## config.mk

```make
export PLATFORM = sky130hd
export DESIGN_NAME = cmd_sequencer
export DESIGN_NICKNAME = d
export VERILOG_FILES = /design/src/rtl/cmd_sequencer.sv
export SDC_FILE = /design/constraint.sdc
export NUM_CORES = 1
export LEC_CHECK = 0
export CORE_MARGIN = 2
export CORE_UTILIZATION = 40
export DETAILED_ROUTE_END_ITERATION = 10
export RECOVER_POWER = 50
export SLEW_MARGIN = 20
export SYNTH_ARGS = -nofsm -noshare
export SYNTH_HDL_FRONTEND = slang
export SYNTH_SLANG_ARGS = --single-unit
export TNS_END_PERCENT = 5
```

## constraint.sdc

```tcl
create_clock -name clk -period 1.8 [get_ports clk]
set_clock_uncertainty 0.2 [all_clocks]
set_input_delay 0.36 -clock clk [delete_from_list [all_inputs] [get_ports clk]]
set_output_delay 0.36 -clock clk [all_outputs]
set_load 0.05 [all_outputs]
```

## src/rtl/cmd_sequencer.sv

```systemverilog
// Command sequencer: queues host opcodes in a small FIFO and issues them one at a
// time to an engine controller, returning a completion record per command.
module cmd_sequencer #(
  parameter int DEPTH   = 4,
  parameter int TIMEOUT = 4096,
  parameter int CNT_W   = 16
) (
  input  logic             clk,
  input  logic             rst,
  input  logic             cmd_valid,
  input  logic [1:0]       cmd_op,
  output logic             cmd_ready,
  output logic [1:0]       opcode,
  output logic             start,
  input  logic             finish,
  output logic             busy,
  output logic             done_valid,
  output logic [1:0]       done_op,
  output logic             done_err,
  input  logic             done_ready,
  output logic [CNT_W-1:0] op_cnt
);

  localparam int AW = $clog2(DEPTH);
  localparam int PW = AW + 1;
  localparam int WW = $clog2(TIMEOUT);

  typedef enum logic [2:0] {
    S_IDLE  = 3'd0,
    S_LOAD  = 3'd1,
    S_START = 3'd2,
    S_WAIT  = 3'd3,
    S_GAP   = 3'd4
  } state_e;

  state_e            state_q, state_d;
  logic [1:0]        mem_q [DEPTH];
  logic [PW-1:0]     wr_ptr_q, wr_ptr_d;
  logic [PW-1:0]     rd_ptr_q, rd_ptr_d;
  logic [1:0]        opcode_q, opcode_d;
  logic [WW-1:0]     wait_cnt_q, wait_cnt_d;
  logic              done_valid_q, done_valid_d;
  logic [1:0]        done_op_q, done_op_d;
  logic              done_err_q, done_err_d;
  logic [CNT_W-1:0]  op_cnt_q, op_cnt_d;

  logic fifo_empty_s;
  logic fifo_full_s;
  logic push_s;
  logic pop_s;
  logic wait_hit_s;
  logic wait_end_s;

  // Pointers carry one extra wrap bit so full and empty are distinguishable.
  assign fifo_empty_s = (wr_ptr_q == rd_ptr_q);
  assign fifo_full_s  = (wr_ptr_q[PW-1] != rd_ptr_q[PW-1]) &&
                        (wr_ptr_q[AW-1:0] == rd_ptr_q[AW-1:0]);
  assign push_s       = cmd_valid && !fifo_full_s;
  assign pop_s        = (state_q == S_IDLE) && !fifo_empty_s && !done_valid_q;
  assign wait_hit_s   = (wait_cnt_q == WW'(TIMEOUT - 1));
  assign wait_end_s   = (state_q == S_WAIT) && (finish || wait_hit_s);

  always_ff @(posedge clk) begin
    if (push_s) begin
      mem_q[wr_ptr_q[AW-1:0]] <= cmd_op;
    end
  end

  always_ff @(posedge clk) begin
    if (rst) begin
      state_q      <= S_IDLE;
      wr_ptr_q     <= '0;
      rd_ptr_q     <= '0;
      opcode_q     <= 2'b00;
      wait_cnt_q   <= '0;
      done_valid_q <= 1'b0;
      done_op_q    <= 2'b00;
      done_err_q   <= 1'b0;
      op_cnt_q     <= '0;
    end else begin
      state_q      <= state_d;
      wr_ptr_q     <= wr_ptr_d;
      rd_ptr_q     <= rd_ptr_d;
      opcode_q     <= opcode_d;
      wait_cnt_q   <= wait_cnt_d;
      done_valid_q <= done_valid_d;
      done_op_q    <= done_op_d;
      done_err_q   <= done_err_d;
      op_cnt_q     <= op_cnt_d;
    end
  end

  always_comb begin
    state_d = state_q;
    case (state_q)
      S_IDLE:  state_d = pop_s ? S_LOAD : S_IDLE;
      S_LOAD:  state_d = S_START;
      S_START: state_d = S_WAIT;
      S_WAIT:  state_d = wait_end_s ? S_GAP : S_WAIT;
      S_GAP:   state_d = S_IDLE;
      default: state_d = S_IDLE;
    endcase
  end

  always_comb begin
    start = (state_q == S_START);
    busy  = (state_q != S_IDLE);
  end

  // A new record can only be produced after the previous one was taken, since IDLE
  // refuses to pop while done_valid is high; setting it still has priority.
  always_comb begin
    wr_ptr_d     = push_s ? wr_ptr_q + PW'(1) : wr_ptr_q;
    rd_ptr_d     = pop_s ? rd_ptr_q + PW'(1) : rd_ptr_q;
    opcode_d     = pop_s ? mem_q[rd_ptr_q[AW-1:0]] : opcode_q;
    wait_cnt_d   = wait_cnt_q;
    done_valid_d = done_valid_q;
    done_op_d    = done_op_q;
    done_err_d   = done_err_q;
    op_cnt_d     = op_cnt_q;
    if (state_q == S_START) begin
      wait_cnt_d = '0;
    end else if (state_q == S_WAIT) begin
      wait_cnt_d = wait_cnt_q + WW'(1);
    end else begin
      wait_cnt_d = wait_cnt_q;
    end
    if (done_valid_q && done_ready) begin
      done_valid_d = 1'b0;
    end else begin
      done_valid_d = done_valid_q;
    end
    if (wait_end_s) begin
      done_valid_d = 1'b1;
      done_op_d    = opcode_q;
      done_err_d   = !finish;
    end else begin
      done_op_d    = done_op_q;
    end
    if ((state_q == S_WAIT) && finish) begin
      op_cnt_d = op_cnt_q + CNT_W'(1);
    end else begin
      op_cnt_d = op_cnt_q;
    end
  end

  assign cmd_ready  = !fifo_full_s;
  assign opcode     = opcode_q;
  assign done_valid = done_valid_q;
  assign done_op    = done_op_q;
  assign done_err   = done_err_q;
  assign op_cnt     = op_cnt_q;

endmodule
```

# ---- After elaboration in Yosys (flattened, before gate mapping)
# Memories as Yosys holds them, arrays and structs flattened. A register that Yosys moved wholly into a read port is not among the register bits.
# Index checks and enable logic that the tools add are counted.
dict set report totals {
  regBits 41
  latch_bits 0
  mem_bits_rw 8
  rom_bits 0
  output_inout_bits 25
  word_cells 43
  memories 1
}
dict set report classes {
  n_addsub 4
  n_mul 0
  div 0
  magnitude_cmp 0
  n_eq_ne 7
  shift 0
  mux 7
  bitwise_logic 0
  reduce_logical 16
}
# memory depth width read_ports rd_clocked_by_memory_dff wr line_no
set mem_list {}
lappend mem_list {mem_q 4 2 1 1 1 37} ;# logic [1:0] mem_q [DEPTH];
# op count
set op_table {}
lappend op_table {{$add A16 B1 Y16 const B} 1}
lappend op_table {{$add A12 B1 Y12 const B} 1}
lappend op_table {{$eq A12 B12 Y1 const B} 1}
lappend op_table {{$pmux W3 S4} 1}
lappend op_table {{$logic_and A1 B1 Y1} 7}
lappend op_table {{$add A3 B1 Y3 const B} 2}
lappend op_table {{$eq A3 B2 Y1 const B} 2}
lappend op_table {{$mux W1} 5}
lappend op_table {{$logic_not A1 Y1} 4}
lappend op_table {{$eq A3 B1 Y1 const B} 1}
lappend op_table {{$eq A3 B3 Y1} 1}
lappend op_table {{$logic_not A3 Y1} 1}
lappend op_table {{$mux W3} 1}
lappend op_table {{$reduce_bool A3 Y1} 1}
lappend op_table {{$eq A2 B2 Y1} 1}
lappend op_table {{$reduce_bool A2 Y1} 1}
lappend op_table {{$reduce_or A2 Y1} 1}
lappend op_table {{$logic_or A1 B1 Y1} 1}
lappend op_table {{$ne A1 B1 Y1} 1}

# ---- Depth between registers and ports, before layout
dict set report logic_depth {
  depth_word 6
  depth_mapped 7
  mapped_depth_nobuf 5
}

# ---- Least setup slack after synthesis
# No wires, ideal clock.
dict set report synth_timing {
  kind {reg-to-reg}
  from {reg op_cnt_q[0] (netlist: op_cnt[0])}
  to {reg op_cnt_q[15] (netlist: op_cnt[15])}
  arrival_time_ns 2.023
  required_time_ns 1.541
  slack_ns -0.482
  stages_incl_launch_ff 5
  n_path_buf 0
  synth_period_minus_slack_ns 2.282
  path_cell_list {dfxtp_1 nand3_1 or4_4 or4_1 nand2_1}
}
dict set report synth_via {
  elab_chain_len 1
}
# item line_no
set synth_lines {}
lappend synth_lines {{from (decl)} 45} ;# logic [CNT_W-1:0] op_cnt_q, op_cnt_d;
lappend synth_lines {{from (signal assigned)} 89} ;# op_cnt_q <= op_cnt_d;
lappend synth_lines {{$add A16 B1 Y16} 141} ;# op_cnt_d = op_cnt_q + CNT_W'(1);
# Every way passes these cells.
# A chain may end at the register's enable or synchronous reset.

# ---- Worst setup path after layout
dict set report layout_timing {
  from {reg state_q[0]}
  to {out busy}
}
dict set report layout_via {
  elab_chain_len 1
}
# item line_no
set layout_lines {}
lappend layout_lines {{from (decl)} 36} ;# state_e state_q, state_d;
lappend layout_lines {{from (signal assigned)} 81} ;# state_q <= state_d;
lappend layout_lines {{$reduce_bool A3 Y1} 107} ;# busy = (state_q != S_IDLE);
lappend layout_lines {{to (decl)} 16} ;# output logic busy,
# Every way passes these cells.

==> reports/results.txt <==
The signed area change from the synthesized netlist to the final layout was 45.3%; the weighted congestion reported at the end of routability-driven placement was 0.770. The logs give 19 for the maximum number of pins on one net before global-route repair and 28 for the number of rows in the core area. The logs give 0 for the count of synthesis-stage warnings from yosys and 5240 µm for the sum of routed wire length over all layers. The logs give 0 for the hold buffer count at CTS and 2 for the number of H-tree levels. After clock tree synthesis, the clock-pin slew on the worst setup and hold paths is 100 ps. The net count of the finished layout is 347.

For this run, the leading register cell type out of synthesis is sky130_fd_sc_hd__dfxtp_1. At the later pin of the worst-skew pair, clock insertion delay measures 300 ps. Number of global-route vias before repair: 1899. For the initial antenna violation count, the log shows 0.

Setup repair after global routing could not meet its margin everywhere. Count of final max-slew check failures: 0. After technology mapping, the gate count stands at 249.

The number of clock buffers added by TritonCTS is 5. Timing would allow up to 515 MHz. Headroom to the max-slew limit came out at 60.2%.

At the worst endpoint, the required time is 1240 ps. The critical path class is flop to output pin. Across all layers, the routed design uses 2011 vias. The area of the multi-input gates was 0.00128 mm².

A synthesized cell averages 9.60 µm². The final reports fail on negative setup slack. The run finished, with violations left.

The number of sinks on the clock net was 51; the mapped cell area was 0.00239 mm². Of all flip-flops after synthesis, the portion carrying an async set or reset was 0%. The die is 81.3 µm wide.

Yosys mapped a number of flops with a built-in enable equal to 8. The type of the worst min-delay path was flop to flop. Post-route antenna net violation count: 0. Count of pins on the block boundary: 32.

For the residual DRC count, the log shows 0. Of all nets on the critical path, the largest fanout is 2. The worst setup path is launched from a flop.

After detailed routing, the met2 layer carries 2690 µm of wire. The die is 81.3 µm tall. The highest signal layer in the routed design was met4. In this run, placement finished with an instance count of 396. Excluding fillers, the count of instances in the completed layout stands at 409. The routed design could run at a clock period as short as 1940 ps. The core region area came out at 0.00585 mm². Synthesis inferred 51 register bits. Sequential cells were found to cover 46.1% of the synthesized design area. After filler insertion, the fill cell instance count of the layout stands at 517. In the final routed layout, each cell accounts on average for 12.8 µm.

Placed wire-length estimate: 3930 µm. The design draws 3.19 mW. For the final worst setup slack, the log shows -140 ps. The post-route netlist has 34.1% of its cells at a drive strength greater than 1. The footprint of the flip-flops and latches came out at 0.00112 mm². After synthesis, the netlist uses 50 different library cells. The run gives 2 as the maximum number of buffers from clock root to sink. The logs give 263 for the number of nets produced by synthesis and 0 for the number of inserted diodes. Before antenna repair, the detailed router went through 4 iterations.

The leftover overflow at the end of global routing was 0; the period utilization was 108%. Clock tree root buffer cell: sky130_fd_sc_hd__clkbuf_8. For the detailed route wirelength on metal3, the log shows 98 µm. In the final routing, the length of wire on met1 measures 2390 µm. For this design the static power due to leakage is 1.44 nW. The slew at the pin closest to its max-slew limit was 597 ps; the die footprint was 0.00661 mm². Nature of the critical path endpoint: an output pin. The number of hold-slack violations in the final timing report was 0. IR analysis of the VDD net gives a maximum drop of 1.07 mV. The starting density of the core came out at 40.8%. TritonCTS built the clock tree. The first routing iteration left 63 violations.

The power per cell area is 920 mW/mm². Setup violations remaining at the end of the flow were counted as 10. Across the run, the number of max-cap violations was 0.

Data on the critical path arrives at its endpoint at 1380 ps. Prior to clock tree synthesis, the placed netlist has a worst setup slack of -588 ps. Using the TritonRoute via totals, the vias-per-cell ratio works out to 4.92.

The overall fraction of global-route tracks in use came out at 17.4%. The first-pass GRT wire length was 8770 µm; the number of buffers added on ports was 31.
[logic make-up after synthesis]
family                   Yosys count  share of synthesized area [%]
buffers and inverters             18                           3.35
XOR/XNOR                          20                           7.33
adder cells (fa/ha/maj)            7                           3.66
AND/OR/NAND/NOR                  105                           24.3
flip-flops                        51                           46.1
multiplexers                       6                           3.56
AO/OA/AOI/OAI                     42                           11.7
[cells in the mapped netlist, types with 2 or more instances]
| cell | n | share of area, % |
|---|---|---|
| sky130_fd_sc_hd__nor2_1 | 33 | 5.2 |
| sky130_fd_sc_hd__and2_1 | 6 | 1.6 |
| sky130_fd_sc_hd__nand4_1 | 9 | 2.4 |
| sky130_fd_sc_hd__nand2b_1 | 2 | 0.52 |
| sky130_fd_sc_hd__clkbuf_1 | 5 | 0.79 |
| sky130_fd_sc_hd__dfxtp_1 | 43 | 36 |
| sky130_fd_sc_hd__nand3_1 | 7 | 1.5 |
| sky130_fd_sc_hd__nand2_1 | 17 | 2.7 |
| sky130_fd_sc_hd__nand3b_1 | 2 | 0.63 |
| sky130_fd_sc_hd__edfxtp_1 | 8 | 10 |
| sky130_fd_sc_hd__and3_1 | 3 | 0.79 |
| sky130_fd_sc_hd__xnor2_1 | 12 | 4.4 |
| sky130_fd_sc_hd__or3_1 | 5 | 1.3 |
| sky130_fd_sc_hd__or4_1 | 3 | 0.94 |
| sky130_fd_sc_hd__xor2_1 | 8 | 2.9 |
| sky130_fd_sc_hd__nor2b_1 | 2 | 0.52 |
| sky130_fd_sc_hd__inv_1 | 9 | 1.4 |
| sky130_fd_sc_hd__o21ai_0 | 11 | 2.3 |
| sky130_fd_sc_hd__a21oi_1 | 18 | 3.8 |
| sky130_fd_sc_hd__mux2i_1 | 4 | 1.7 |
| sky130_fd_sc_hd__mux4_2 | 2 | 1.9 |
| sky130_fd_sc_hd__ha_1 | 7 | 3.7 |
| sky130_fd_sc_hd__or4_4 | 2 | 0.94 |
| sky130_fd_sc_hd__nor3_1 | 5 | 1.0 |
[sequential cells by signal, indices dropped and copies added, names as in the netlist]
register / flops
done_err: 1
done_op: 2
done_valid: 1
mem_q: 8
op_cnt: 16
opcode: 2
rd_ptr_q: 3
state_q: 3
wait_cnt_q: 12
wr_ptr_q: 3
[path summary, 6_finish.rpt]
path / from / endpoint / slack [ps] / cells past startpoint
setup / recovery: state_q[0] / busy / -140 / 4
hold / removal: done_err / done_err / 250 / 2
setup reg to reg: state_q[0] / rd_ptr_q[1] / -90 / 7
hold reg to reg: done_err / done_err / 250 / 2
[placed cells by master (no fill, tap or decap), types with 3 or more instances in the layout]
| master | synthesis | layout |
|---|---|---|
| sky130_fd_sc_hd__a21oi_1 | 18 | 16 |
| sky130_fd_sc_hd__and2_1 | 6 | 6 |
| sky130_fd_sc_hd__and3_1 | 3 | 3 |
| sky130_fd_sc_hd__buf_12 | 0 | 15 |
| sky130_fd_sc_hd__buf_4 | 1 | 44 |
| sky130_fd_sc_hd__buf_6 | 1 | 7 |
| sky130_fd_sc_hd__clkbuf_1 | 5 | 6 |
| sky130_fd_sc_hd__clkbuf_2 | 0 | 6 |
| sky130_fd_sc_hd__clkbuf_8 | 0 | 5 |
| sky130_fd_sc_hd__clkdlybuf4s50_1 | 0 | 3 |
| sky130_fd_sc_hd__dfxtp_1 | 43 | 34 |
| sky130_fd_sc_hd__dfxtp_2 | 0 | 5 |
| sky130_fd_sc_hd__dfxtp_4 | 0 | 4 |
| sky130_fd_sc_hd__dlymetal6s2s_1 | 0 | 4 |
| sky130_fd_sc_hd__edfxtp_1 | 8 | 8 |
| sky130_fd_sc_hd__ha_1 | 7 | 7 |
| sky130_fd_sc_hd__inv_1 | 9 | 9 |
| sky130_fd_sc_hd__mux2i_1 | 4 | 3 |
| sky130_fd_sc_hd__nand2_1 | 17 | 17 |
| sky130_fd_sc_hd__nand3_1 | 7 | 5 |
| sky130_fd_sc_hd__nand3_2 | 1 | 3 |
| sky130_fd_sc_hd__nand4_1 | 9 | 9 |
| sky130_fd_sc_hd__nor2_1 | 33 | 31 |
| sky130_fd_sc_hd__nor3_1 | 5 | 4 |
| sky130_fd_sc_hd__o21ai_0 | 11 | 7 |
| sky130_fd_sc_hd__o21ai_1 | 0 | 4 |
| sky130_fd_sc_hd__or3_1 | 5 | 4 |
| sky130_fd_sc_hd__or4_1 | 3 | 3 |
| sky130_fd_sc_hd__or4_4 | 2 | 3 |
| sky130_fd_sc_hd__xnor2_1 | 12 | 11 |
| sky130_fd_sc_hd__xor2_1 | 8 | 7 |
[through the flow]
step	hold slack (ps)	TNS (ps)	area [µm²]	utilization [%]
final	251	-554	3470	59.3
after global routing	289	-2330	3470	59.3
after CTS	293	-461	3540	60.4
after detailed placement	279	-5720	3370	57.6
after global placement	272	-5370	3370	57.6
after floorplan	258	-600	2430	-
[final cells by class]
class | count | area share, %
well taps | 75 | 2.70
repair buffers | 86 | 24.9
flip-flops and latches | 51 | 32.3
multi-input cells | 180 | 36.8
clock buffers | 7 | 2.20
inverters | 9 | 0.973
clock inverters | 1 | 0.144
[routing by layer]
metal  GRT usage [%]  vias to the layer above
met1            22.6                      940
met5               0                        -
met3            3.00                        4
met4            5.08                        0
met2            29.4                       21
li1                -                     1046
[report_power, final]
group	internal [mW]	switching (mW)	leakage [nW]
registers	1.25	0.0695	0.427
logic	0.622	0.609	0.971
clock network	0.274	0.369	0.0422
total	2.15	1.05	1.44
[critical path: stages, from the launching register on]
cell,delay [ps]
sky130_fd_sc_hd__dfxtp_4,360
sky130_fd_sc_hd__buf_6,110
sky130_fd_sc_hd__or3_4,340
sky130_fd_sc_hd__buf_6,130
sky130_fd_sc_hd__buf_12,130
[timing repair]
| action | in CTS | in global routing |
|---|---|---|
| buffers inserted | 5 | 0 |
| gates resized for setup | 14 | 17 |
| endpoints found under the setup margin | 21 | 21 |
| pin swaps | 6 | 6 |
(Power assumes the default switching activity.)
